**config.mk**
```make
export PLATFORM = sky130hd
export DESIGN_NAME = sseg4_scan_ctrl
export DESIGN_NICKNAME = d
export VERILOG_FILES = /design/src/rtl/sseg4_scan_ctrl.sv
export SDC_FILE = /design/constraint.sdc
export NUM_CORES = 1
export LEC_CHECK = 0
export ABC_AREA = 1
export CORE_MARGIN = 2
export CORE_UTILIZATION = 45
export DETAILED_ROUTE_END_ITERATION = 10
export PLACE_DENSITY_LB_ADDON = 0.08
export SLEW_MARGIN = 10
export SYNTH_ARGS = -nofsm -noshare
export SYNTH_HDL_FRONTEND = slang
export SYNTH_SLANG_ARGS = --single-unit
```
**constraint.sdc**
```tcl
create_clock -name clk -period 2.2 [get_ports clk]
set_input_delay 0.22 -clock clk [delete_from_list [all_inputs] [get_ports clk]]
set_output_delay 0.22 -clock clk [all_outputs]
set_load 0.1 [all_outputs]
```
**src/rtl/sseg4_scan_ctrl.sv**
```systemverilog
// Four-digit seven-segment scan controller: sequential binary-to-BCD conversion
// (or raw hex capture) into a display register, then time-multiplexed onto the
// shared segment decoder with active-low anodes and leading-zero blanking.

module sseg_decoder (
    input  logic [3:0] i_hex,
    output logic [6:0] o_seg
);

    // Hex nibble to active-low {g,f,e,d,c,b,a}
    always_comb begin
        o_seg = 7'b1111111;
        unique case (i_hex)
            4'h0: o_seg = 7'b1000000;
            4'h1: o_seg = 7'b1111001;
            4'h2: o_seg = 7'b0100100;
            4'h3: o_seg = 7'b0110000;
            4'h4: o_seg = 7'b0011001;
            4'h5: o_seg = 7'b0010010;
            4'h6: o_seg = 7'b0000010;
            4'h7: o_seg = 7'b1111000;
            4'h8: o_seg = 7'b0000000;
            4'h9: o_seg = 7'b0010000;
            4'hA: o_seg = 7'b0001000;
            4'hB: o_seg = 7'b0000011;
            4'hC: o_seg = 7'b1000110;
            4'hD: o_seg = 7'b0100001;
            4'hE: o_seg = 7'b0000110;
            4'hF: o_seg = 7'b0001110;
            default: o_seg = 7'b1111111;
        endcase
    end

endmodule

module sseg4_scan_ctrl #(
    parameter int unsigned DIV = 100000
) (
    input  logic        clk,
    input  logic        rst,
    input  logic [10:0] bin,
    input  logic        load,
    input  logic        hex_mode,
    output logic        busy,
    output logic [6:0]  seg,
    output logic        dp,
    output logic [3:0]  an
);

    localparam int unsigned CW = (DIV > 1) ? $clog2(DIV) : 1;
    localparam logic [CW-1:0] REF_LAST = CW'(DIV - 1);

    typedef enum logic {StIdle, StConv} state_t;

    state_t      r_state, w_state_next;
    logic [15:0] r_bcd, w_bcd_next, w_bcd_adj;
    logic [10:0] r_sh, w_sh_next;
    logic [3:0]  r_cnt, w_cnt_next;
    logic [15:0] r_disp, w_disp_next;
    logic        r_mode, w_mode_next;
    logic [CW-1:0] r_ref;
    logic [1:0]  r_idx;
    logic [3:0]  w_nib;
    logic        w_blank;
    logic        w_unused;

    // Double-dabble add-3 correction on every BCD nibble
    always_comb begin
        w_bcd_adj = r_bcd;
        for (int i = 0; i < 4; i++) begin
            if (r_bcd[4*i +: 4] >= 4'd5) begin
                w_bcd_adj[4*i +: 4] = r_bcd[4*i +: 4] + 4'd3;
            end
        end
    end

    // Conversion FSM next-state and datapath
    always_comb begin
        w_state_next = r_state;
        w_bcd_next   = r_bcd;
        w_sh_next    = r_sh;
        w_cnt_next   = r_cnt;
        w_disp_next  = r_disp;
        w_mode_next  = r_mode;
        unique case (r_state)
            StIdle: begin
                if (load) begin
                    if (hex_mode) begin
                        w_disp_next = {5'b0, bin};
                        w_mode_next = 1'b1;
                    end else begin
                        w_sh_next    = bin;
                        w_bcd_next   = 16'h0000;
                        w_cnt_next   = 4'd11;
                        w_mode_next  = 1'b0;
                        w_state_next = StConv;
                    end
                end
            end
            StConv: begin
                w_bcd_next = {w_bcd_adj[14:0], r_sh[10]};
                w_sh_next  = {r_sh[9:0], 1'b0};
                w_cnt_next = r_cnt - 4'd1;
                // Last shift: publish the whole result at once
                if (r_cnt == 4'd1) begin
                    w_disp_next  = {w_bcd_adj[14:0], r_sh[10]};
                    w_state_next = StIdle;
                end
            end
            default: w_state_next = StIdle;
        endcase
    end

    // Conversion state registers
    always_ff @(posedge clk) begin
        if (rst) begin
            r_state <= StIdle;
            r_bcd   <= 16'h0000;
            r_sh    <= 11'h000;
            r_cnt   <= 4'd0;
            r_disp  <= 16'h0000;
            r_mode  <= 1'b0;
        end else begin
            r_state <= w_state_next;
            r_bcd   <= w_bcd_next;
            r_sh    <= w_sh_next;
            r_cnt   <= w_cnt_next;
            r_disp  <= w_disp_next;
            r_mode  <= w_mode_next;
        end
    end

    // Refresh counter and digit index; never stalls
    always_ff @(posedge clk) begin
        if (rst) begin
            r_ref <= '0;
            r_idx <= 2'd0;
        end else if (r_ref == REF_LAST) begin
            r_ref <= '0;
            r_idx <= r_idx + 2'd1;
        end else begin
            r_ref <= r_ref + 1'b1;
        end
    end

    // Leading-zero blanking for the selected digit
    always_comb begin
        w_blank = 1'b0;
        unique case (r_idx)
            2'd0: w_blank = 1'b0;
            2'd1: w_blank = (r_disp[15:4] == 12'h000);
            2'd2: w_blank = (r_disp[15:8] == 8'h00);
            2'd3: w_blank = (r_disp[15:12] == 4'h0);
            default: w_blank = 1'b0;
        endcase
    end

    assign w_nib    = r_disp[{r_idx, 2'b00} +: 4];
    assign an       = w_blank ? 4'b1111 : ~(4'b0001 << r_idx);
    assign busy     = (r_state == StConv);
    assign dp       = 1'b1;
    // Latched mode has no effect on the display path
    assign w_unused = r_mode;

    sseg_decoder u_dec (
        .i_hex (w_nib),
        .o_seg (seg)
    );

endmodule

```
==> results of run 1 <==
==> flip-flops by register name (all words and copies together) (netlist names) <==
register,count
busy,1
r_bcd,16
r_cnt,4
r_disp,16
r_idx,2
r_ref,17
r_sh,11
==> worst paths after layout <==
kind                 start         end  slack (ns)  cells after the start
hold reg to reg   r_ref[0]    r_ref[0]        0.46                      1
setup / recovery  r_idx[0]      seg[4]        0.09                     10
hold / removal    r_ref[0]    r_ref[0]        0.46                      1
setup reg to reg  r_cnt[1]  r_disp[15]        0.61                     11
==> where the power goes <==
group	switching (uW)	internal [uW]
Sequential	35.9	1270
Combinational	436	236
Clock	465	549
Total	937	2050
==> synth_stat cells, types with 2 or more instances <==
cell | number | area (um^2)
a21oi_1 | 31 | 155
a31oi_1 | 10 | 62.6
and2_1 | 2 | 12.5
buf_2 | 4 | 20.0
buf_4 | 3 | 22.5
buf_6 | 6 | 67.6
clkbuf_1 | 6 | 22.5
dfxtp_1 | 67 | 1340
ha_1 | 22 | 275
inv_1 | 65 | 244
inv_2 | 4 | 15.0
nand2_1 | 199 | 747
nand2_2 | 3 | 18.8
nand2_4 | 5 | 56.3
nand3_1 | 54 | 270
nand3_2 | 2 | 20.0
nand4_1 | 11 | 68.8
nor2_1 | 75 | 282
nor3_1 | 3 | 15.0
o21ai_0 | 15 | 75.1
o21ai_1 | 4 | 20.0
o21bai_1 | 3 | 22.5
xnor2_1 | 3 | 26.3
xor2_1 | 3 | 26.3
==> area by class of cell <==
type,count,area (um^2)
Sequential cell,67,1350
Timing Repair Buffer,37,479
Fill cell,867,3830
Inverter,70,280
Clock inverter,4,51.3
Tap cell,108,135
Clock buffer,11,141
Multi-Input combinational cell,456,2410
==> metrics by stage <==
step	area [um^2]	worst slack, ns	instances
after global routing	4850	-0.0251	753
after global placement	4470	0.243	733
after detailed placement	4470	0.185	733
after CTS	4680	0.00888	748
final	4850	0.0940	753
after floorplan	4040	-0.0630	612
==> what timing repair did <==
action	CTS	global route
buffers inserted	0	5
pin swaps	0	7
setup endpoints to repair	7	6
gates resized for setup	9	26
==> cell families after synthesis <==
logic type | count (synthesis) | share of synthesized area
simple gates | 362 | 0.394
buf+inv | 89 | 0.100
other cells | 1 | 0.000935
flops | 67 | 0.335
xor+xnor | 6 | 0.0131
compound gates | 65 | 0.0883
fa+ha+maj | 22 | 0.0687
==> routing by layer <==
metal  GRT usage  vias to the layer above  part of all wire
li1            -                     1990                 -
met1       0.274                     1677              0.51
met2       0.313                       55              0.45
met3      0.0429                        4             0.035
met4      0.0443                        0            0.0058
met5           0                        -                 0
==> results.yml, run 1 <==
floorplan:
  ios: 28
  coreArea_um2: 8680
  initial_utilization: 0.462
  dieArea_um2: 9680
  rows: 34
  die_h_um: 98.4
  die_w_um: 98.4
detailed_routing:
  vias: 3726
  drc_errors: 0
  post_drt_via_cell_ratio: 4.95
  drtAntennaViolNets: 0
  first_iter_violations: 223
  wl_per_cell_um: 12.1
  drtPass1Iterations: 4
  wl_um: 9090
cts:
  cts-buffers-inserted: 9
  path_clk_slew_ns: 0.07
  clock_latency_ns: 0.34
  cts.sinks: 67
  clock_path_buffers: 2
  cts_tree: "built"
  htree_levels: 3
  cts_hold_buf: 0
  cts_root_buf: "clkbuf_8"
critical_path:
  arrival_ns: 1.89
  path_cells: "buf_6 -> nand2_1 -> nand3_2 -> nand2_4 -> buf_4 -> ha_1 -> nand3_1 -> nand3_2 -> o21ai_4 -> buf_12"
  start_kind: "register"
  worst-path-buf-inv: 3
  required_ns: 1.98
  cpLargestDelayFamily: "buffers and inverters"
  cp_common_cell: "nand3_2"
  critPathSlowestCell: "dfxtp_4"
  slowest_delay_ns: 0.37
  critPathMaxFanout: 10
  critPathKind: "reg -> out"
  cp-end-kind: "output pin"
cells_and_area:
  drive_above_1_share: 0.133
  fin_util: 0.559
  layout_common_cells: "191 x nand2_1, 75 x nor2_1, 65 x dfxtp_1"
  final_common_cell: "nand2_1"
  synthToLayoutAreaGrowth_pct: 20.9
  n_antenna_cell: 0
  nNetsFinal: 678
grt:
  antenna_found_initial: 0
  grt_pass1_vias: 3495
  grt_max_degree: 35
  grt_pass1_wl_um: 15900
  grt_overflow: 0
  track_usage: 0.197
power:
  power.density_nw_per_um2: 617
  ir_worst_vdd_mv: 0.303
  p_leak_uw: 0.00218
  p_total_uw: 2990
min_path:
  hold_class: "reg -> reg"
logic_synthesis:
  async_flop_share: 0
  ys.warnings.count: 0
  syn_area_per_cell_um2: 6.55
  synth_edf_count: 0
  syn_area_um2: 4010
  ys_ff_latch: 67
  yosysSeqAreaShare: 0.335
  ys_types: 36
  ys.flop_type: "dfxtp_1"
  synth_cells: 612
  synth_fp_nets: 649
placement:
  io_buffers: 26
  dp_hpwl_um: 6530
  routabilityCongestion: 0.860
run:
  drv_cap: 0
sta:
  slew_viol_final: 0
  finalCriticalPeriod_ns: 2.11
  setup_tns_ns: 0
  fin_hold_ws_ns: 0.465
  skew_ns: 0.00911
  fmax_ghz: 0.475
  finalCritPeriodShare: 0.957
  hold_viol_final: 0
  setup_viol: 0
outcome:
  status: "completed"
Note: power is estimated with default switching activity, not from simulation.
==> inputs of run 2 (changes only) <==
Settings changed: CTS_CLUSTER_SIZE set to 14, MAX_ROUTING_LAYER set to met4, SYNTH_HIERARCHICAL set to 1.
==> run 2 against run 1 <==
Via count up 0.24%. First-iteration DRC count down 22%. Worst hold slack better by 0.00066 ns. Synthesized area down 3.8%. Final cell count down 2.1%. Clock skew down 0.0016 ns. Total power up 8.4%. Routed wire length down 2.1%.
==> results.yml, run 2 <==
outcome:
  status: "completed"
floorplan:
  dieArea_um2: 9330
  die_h_um: 96.6
  die_w_um: 96.6
  coreArea_um2: 8260
  initial_utilization: 0.467
  ios: 28
  rows: 33
logic_synthesis:
  synth_common_cells: "175 x nand2_1, 74 x inv_1, 67 x dfxtp_1"
  ys_ff_latch: 67
  synth_edf_count: 0
  yosysTopAreaCellShare: 0.348
  ys_types: 33
  ys.flop_type: "dfxtp_1"
  syn_area_per_cell_um2: 6.58
  yosysSeqAreaShare: 0.348
  post-synth-top-count-cell: "nand2_1"
  syn_area_um2: 3860
  synth_fp_nets: 624
  ys.warnings.count: 6
  async_flop_share: 0
  synth_cells: 586
  synth.area.top_cells: "dfxtp_1 35%, nand2_1 17%, ha_1 7.5%"
  yosys.area.top_type: "dfxtp_1"
critical_path:
  critPathKind: "reg -> out"
  critPathMaxFanout: 7
  path_cells: "inv_4 -> buf_6 -> nand2_1 -> a21oi_2 -> inv_2 -> ha_4 -> nand2_1 -> nand3_2 -> nand2_4 -> buf_12"
  cp-end-kind: "output pin"
  required_ns: 1.98
  slowest_delay_ns: 0.34
  cp_common_cell: "nand2_1"
  arrival_ns: 1.92
  start_kind: "register"
  critPathSlowestCell: "dfxtp_2"
sta:
  fmax_ghz: 0.467
  slew_viol_final: 0
  setup_viol: 0
  finalCriticalPeriod_ns: 2.14
  rsz0062_at_grt: "true"
  fin_ws_ns: 0.0571
  skew_ns: 0.00748
  hold_viol_final: 0
  finalCritPeriodShare: 0.974
run:
  drv_cap: 0
cts:
  cts-buffers-inserted: 9
  htree_levels: 3
  cts_tree: "built"
  cts_hold_buf: 0
  path_clk_slew_ns: 0.08
  cts.sinks: 67
  clock_path_buffers: 2
  cts_root_buf: "clkbuf_8"
  clock_latency_ns: 0.34
cells_and_area:
  nNetsFinal: 665
  nFillCells: 802
  top_regs: "r_ref (17), r_bcd (16), r_disp (16)"
  drive_above_1_share: 0.155
  largest-register: "r_ref"
  fin_cells: 737
  multi_input_area_um2: 2240
  ff_latch_area_um2: 1350
  synthToLayoutAreaGrowth_pct: 25.0
  n_antenna_cell: 0
  layout_common_cells: "164 x nand2_1, 70 x inv_1, 65 x dfxtp_1"
  final_common_cell: "nand2_1"
  largest_reg_flops: 17
placement:
  placed_cells: 709
  dp_slack_ns: -0.160
  routabilityCongestion: 0.861
  io_buffers: 26
  dp_hpwl_um: 6360
detailed_routing:
  wl_um: 8890
  drtPass1Iterations: 4
  vias: 3735
  first_iter_violations: 174
  drtAntennaViolNets: 0
  post_drt_via_cell_ratio: 5.07
  wl_per_cell_um: 12.1
  drc_errors: 0
power:
  p_total_uw: 3240
  p_leak_uw: 0.00208
  power.density_nw_per_um2: 672
  ir_worst_vdd_mv: 0.342
grt:
  grt_max_degree: 32
  antenna_found_initial: 0
  grt_pass1_wl_um: 14800
  track_usage: 0.208
  grt_overflow: 0
  grt_pass1_vias: 3381
min_path:
  hold_class: "reg -> reg"
run 2: changes by cell type in the layout (fill, tap and decap cells not counted), sizes merged, moves of 7 or more:
cell / change
nor2: -20
nand3: -16
buf: +13
inv: +7
nand2: -31
a21oi: +26
run 2: worst paths after layout:
path | from | to | slack, ns | cells after the start
worst min register to register | r_bcd[9] | r_bcd[9] | 0.47 | 2
worst min-delay path | r_bcd[9] | r_bcd[9] | 0.47 | 2
worst max register to register | busy | r_disp[0] | 0.60 | 6
worst max-delay path | r_idx[0] | seg[3] | 0.06 | 10
run 2: kinds of logic after synthesis:
group | Yosys count | synth area share
AOI/OAI and AO/OA | 96 | 0.136
and+or+nand+nor | 295 | 0.319
adders and majority gates | 23 | 0.0746
buffers and inverters | 98 | 0.108
other | 1 | 0.000972
DFF | 67 | 0.348
xor gates and xnor gates | 6 | 0.0136
run 2: where the power goes:
group	internal, uW	switching (uW)
Combinational	266	485
Clock	699	478
Sequential	1270	41.7
Total	2240	1010
run 2: what timing repair did:
action / 4_1_cts / 5_1_grt
setup endpoints to repair: 10 / 10
buffers inserted: 7 / 4
resized for setup: 23 / 19
cloned: 1 / 0
pin swaps: 2 / 2
run 2: metrics by stage:
stage / utilization / area, um^2 / hold WS, ns / TNS [ns]
final: 0.584 / 4820 / 0.465 / 0
after CTS: 0.570 / 4700 / 0.468 / 0
after floorplan: - / 3880 / 0.376 / -0.148
after global placement: 0.528 / 4360 / 0.456 / -0.297
after global routing: 0.584 / 4820 / 0.490 / -0.265
after detailed placement: 0.528 / 4360 / 0.455 / -0.660
run 2: area by class of cell:
cell class	count	share of cell area
Tap cell	105	0.0272
Clock inverter	4	0.0150
Clock buffer	12	0.0322
Inverter	78	0.0628
Sequential cell	67	0.279
Multi-Input combinational cell	421	0.465
Timing Repair Buffer	50	0.119
run 2: layer usage:
metal | vias up | track usage | wire (um)
met5 | - | - | 0
met1 | 1707 | 0.249 | 4030
li1 | 1954 | - | -
met2 | 59 | 0.358 | 4410
met3 | 15 | 0.0303 | 300
met4 | 0 | 0.0704 | 153
run 2: critical path, delay by kind of cell, from the launching register on:
kind / cells / cell delay, ns
buffers and inverters: 4 / 0.48
DFF: 1 / 0.34
and+or+nand+nor: 4 / 0.30
adders and majority gates: 1 / 0.25
AOI/OAI and AO/OA: 1 / 0.20
==> inputs of run 3 (changes only) <==
Settings changed: CTS_BUF_LIST set to sky130_fd_sc_hd__clkbuf_16.
==> run 3 against run 2 <==
First-iteration DRC count is 7.5% lower. Sequential cell count stayed put. Global-route usage is 0.18 points lower. Register-to-register slack hardly changed. Final cell count is 0.54% lower. Utilization is 0.36 points higher. Clock skew is 0.00086 ns lower. Highest routed layer unchanged.
==> results.yml, run 3 (same netlist as run 2, synthesis figures left out) <==
cells_and_area:
  fin_cells: 733
  synthToLayoutAreaGrowth_pct: 25.8
  n_antenna_cell: 0
  nFillCells: 789
  largest_reg_flops: 17
  nNetsFinal: 661
  ff_latch_area_um2: 1350
  layout_common_cells: "165 x nand2_1, 71 x inv_1, 65 x dfxtp_1"
  top_regs: "r_ref (17), r_bcd (16), r_disp (16)"
  final_common_cell: "nand2_1"
  fin_util: 0.588
  largest-register: "r_ref"
  drive_above_1_share: 0.137
  stdcell_area_um2: 4850
  multi_input_area_um2: 2210
placement:
  dp_hpwl_um: 6360
  dpl_cell_area_um2: 4360
  placed_cells: 709
  routabilityCongestion: 0.861
  io_buffers: 26
sta:
  skew_ns: 0.00663
  rsz0062_at_grt: "true"
  slew_viol_final: 0
  hold_viol_final: 0
  fmax_ghz: 0.473
  finalCriticalPeriod_ns: 2.11
  fin_hold_ws_ns: 0.464
  finalCritPeriodShare: 0.961
  setup_viol: 0
floorplan:
  coreArea_um2: 8260
  ios: 28
  die_h_um: 96.6
  rows: 33
  initial_utilization: 0.467
  dieArea_um2: 9330
  die_w_um: 96.6
detailed_routing:
  wl_um: 8980
  first_iter_violations: 161
  wl_per_cell_um: 12.3
  drtAntennaViolNets: 0
  drtPass1Iterations: 4
  drc_errors: 0
  vias: 3777
  post_drt_via_cell_ratio: 5.15
critical_path:
  required_ns: 1.98
  worst-path-buf-inv: 5
  critPathSlowestCell: "dfxtp_4"
  cpLargestDelayFamily: "buffers and inverters"
  critPathKind: "reg -> out"
  slowest_delay_ns: 0.37
  critPathMaxFanout: 7
  cp-end-kind: "output pin"
  path_cells: "clkinv_4 -> buf_6 -> a21oi_4 -> a21oi_2 -> buf_4 -> ha_1 -> inv_2 -> nand2_1 -> nand3_2 -> nand2_2 -> buf_12"
  start_kind: "register"
  arrival_ns: 1.89
run:
  drv_cap: 0
cts:
  htree_levels: 3
  cts-buffers-inserted: 9
  path_clk_slew_ns: 0.06
  cts_tree: "built"
  cts_hold_buf: 0
  cts.sinks: 67
  clock_path_buffers: 2
  clock_latency_ns: 0.32
  cts_root_buf: "clkbuf_16"
power:
  power.density_nw_per_um2: 734
  ir_worst_vdd_mv: 0.387
  p_leak_uw: 0.00209
outcome:
  status: "completed"
grt:
  grt_pass1_vias: 3369
  track_usage: 0.206
  grt_overflow: 0
  antenna_found_initial: 0
  grt_max_degree: 32
  grt_pass1_wl_um: 14700
min_path:
  hold_class: "reg -> reg"
[run 3: final timing paths]
check / start / endpoint / slack (ns) / cells after the start
hold / removal: r_bcd[9] / r_bcd[9] / 0.46 / 2
setup reg to reg: busy / r_disp[0] / 0.60 / 6
hold reg to reg: r_bcd[9] / r_bcd[9] / 0.46 / 2
setup / recovery: r_idx[1] / seg[0] / 0.09 / 11
[run 3: timing repair]
action / 4_1_cts / 5_1_grt
buffers inserted: 3 / 4
gates cloned: 0 / 1
hold endpoints to repair: 0 / 0
gates resized for setup: 18 / 15
setup endpoints to repair: 8 / 7
pin swaps: 1 / 1
[run 3: layout make-up]
cell class                      count  area share
Multi-Input combinational cell    421       0.456
Tap cell                          105      0.0271
Clock buffer                        9      0.0464
Clock inverter                      7      0.0173
Inverter                           78      0.0619
Timing Repair Buffer               46       0.114
Sequential cell                    67       0.277
[run 3: metrics by stage]
step / total power, uW / worst slack (ns) / setup TNS, ns
after CTS: 3570 / -0.00331 / -0.00331
after floorplan: 1830 / -0.148 / -0.148
after global routing: 3720 / -0.0145 / -0.0262
after global placement: 2040 / -0.0992 / -0.297
final: 3560 / 0.0855 / 0
after detailed placement: 2050 / -0.160 / -0.660
[run 3: per-layer routing]
layer	part of all wire	wire, um	track usage	vias to the layer above
met5	0	0	-	-
met3	0.032	283	0.0349	11
met2	0.50	4490	0.348	66
met1	0.46	4090	0.248	1751
met4	0.013	118	0.0728	0
li1	-	-	-	1949
[run 3: where the power goes]
| group | switching (uW) | internal (uW) |
|---|---|---|
| Sequential | 41.1 | 1270 |
| Clock | 520 | 977 |
| Combinational | 484 | 265 |
[run 3: worst min-delay path: cells and delay by family (launching register included)]
| family | cells | cell delay [ns] |
|---|---|---|
| AOI/OAI and AO/OA | 1 | 0.05 |
| DFF | 1 | 0.31 |
| and+or+nand+nor | 1 | 0.06 |
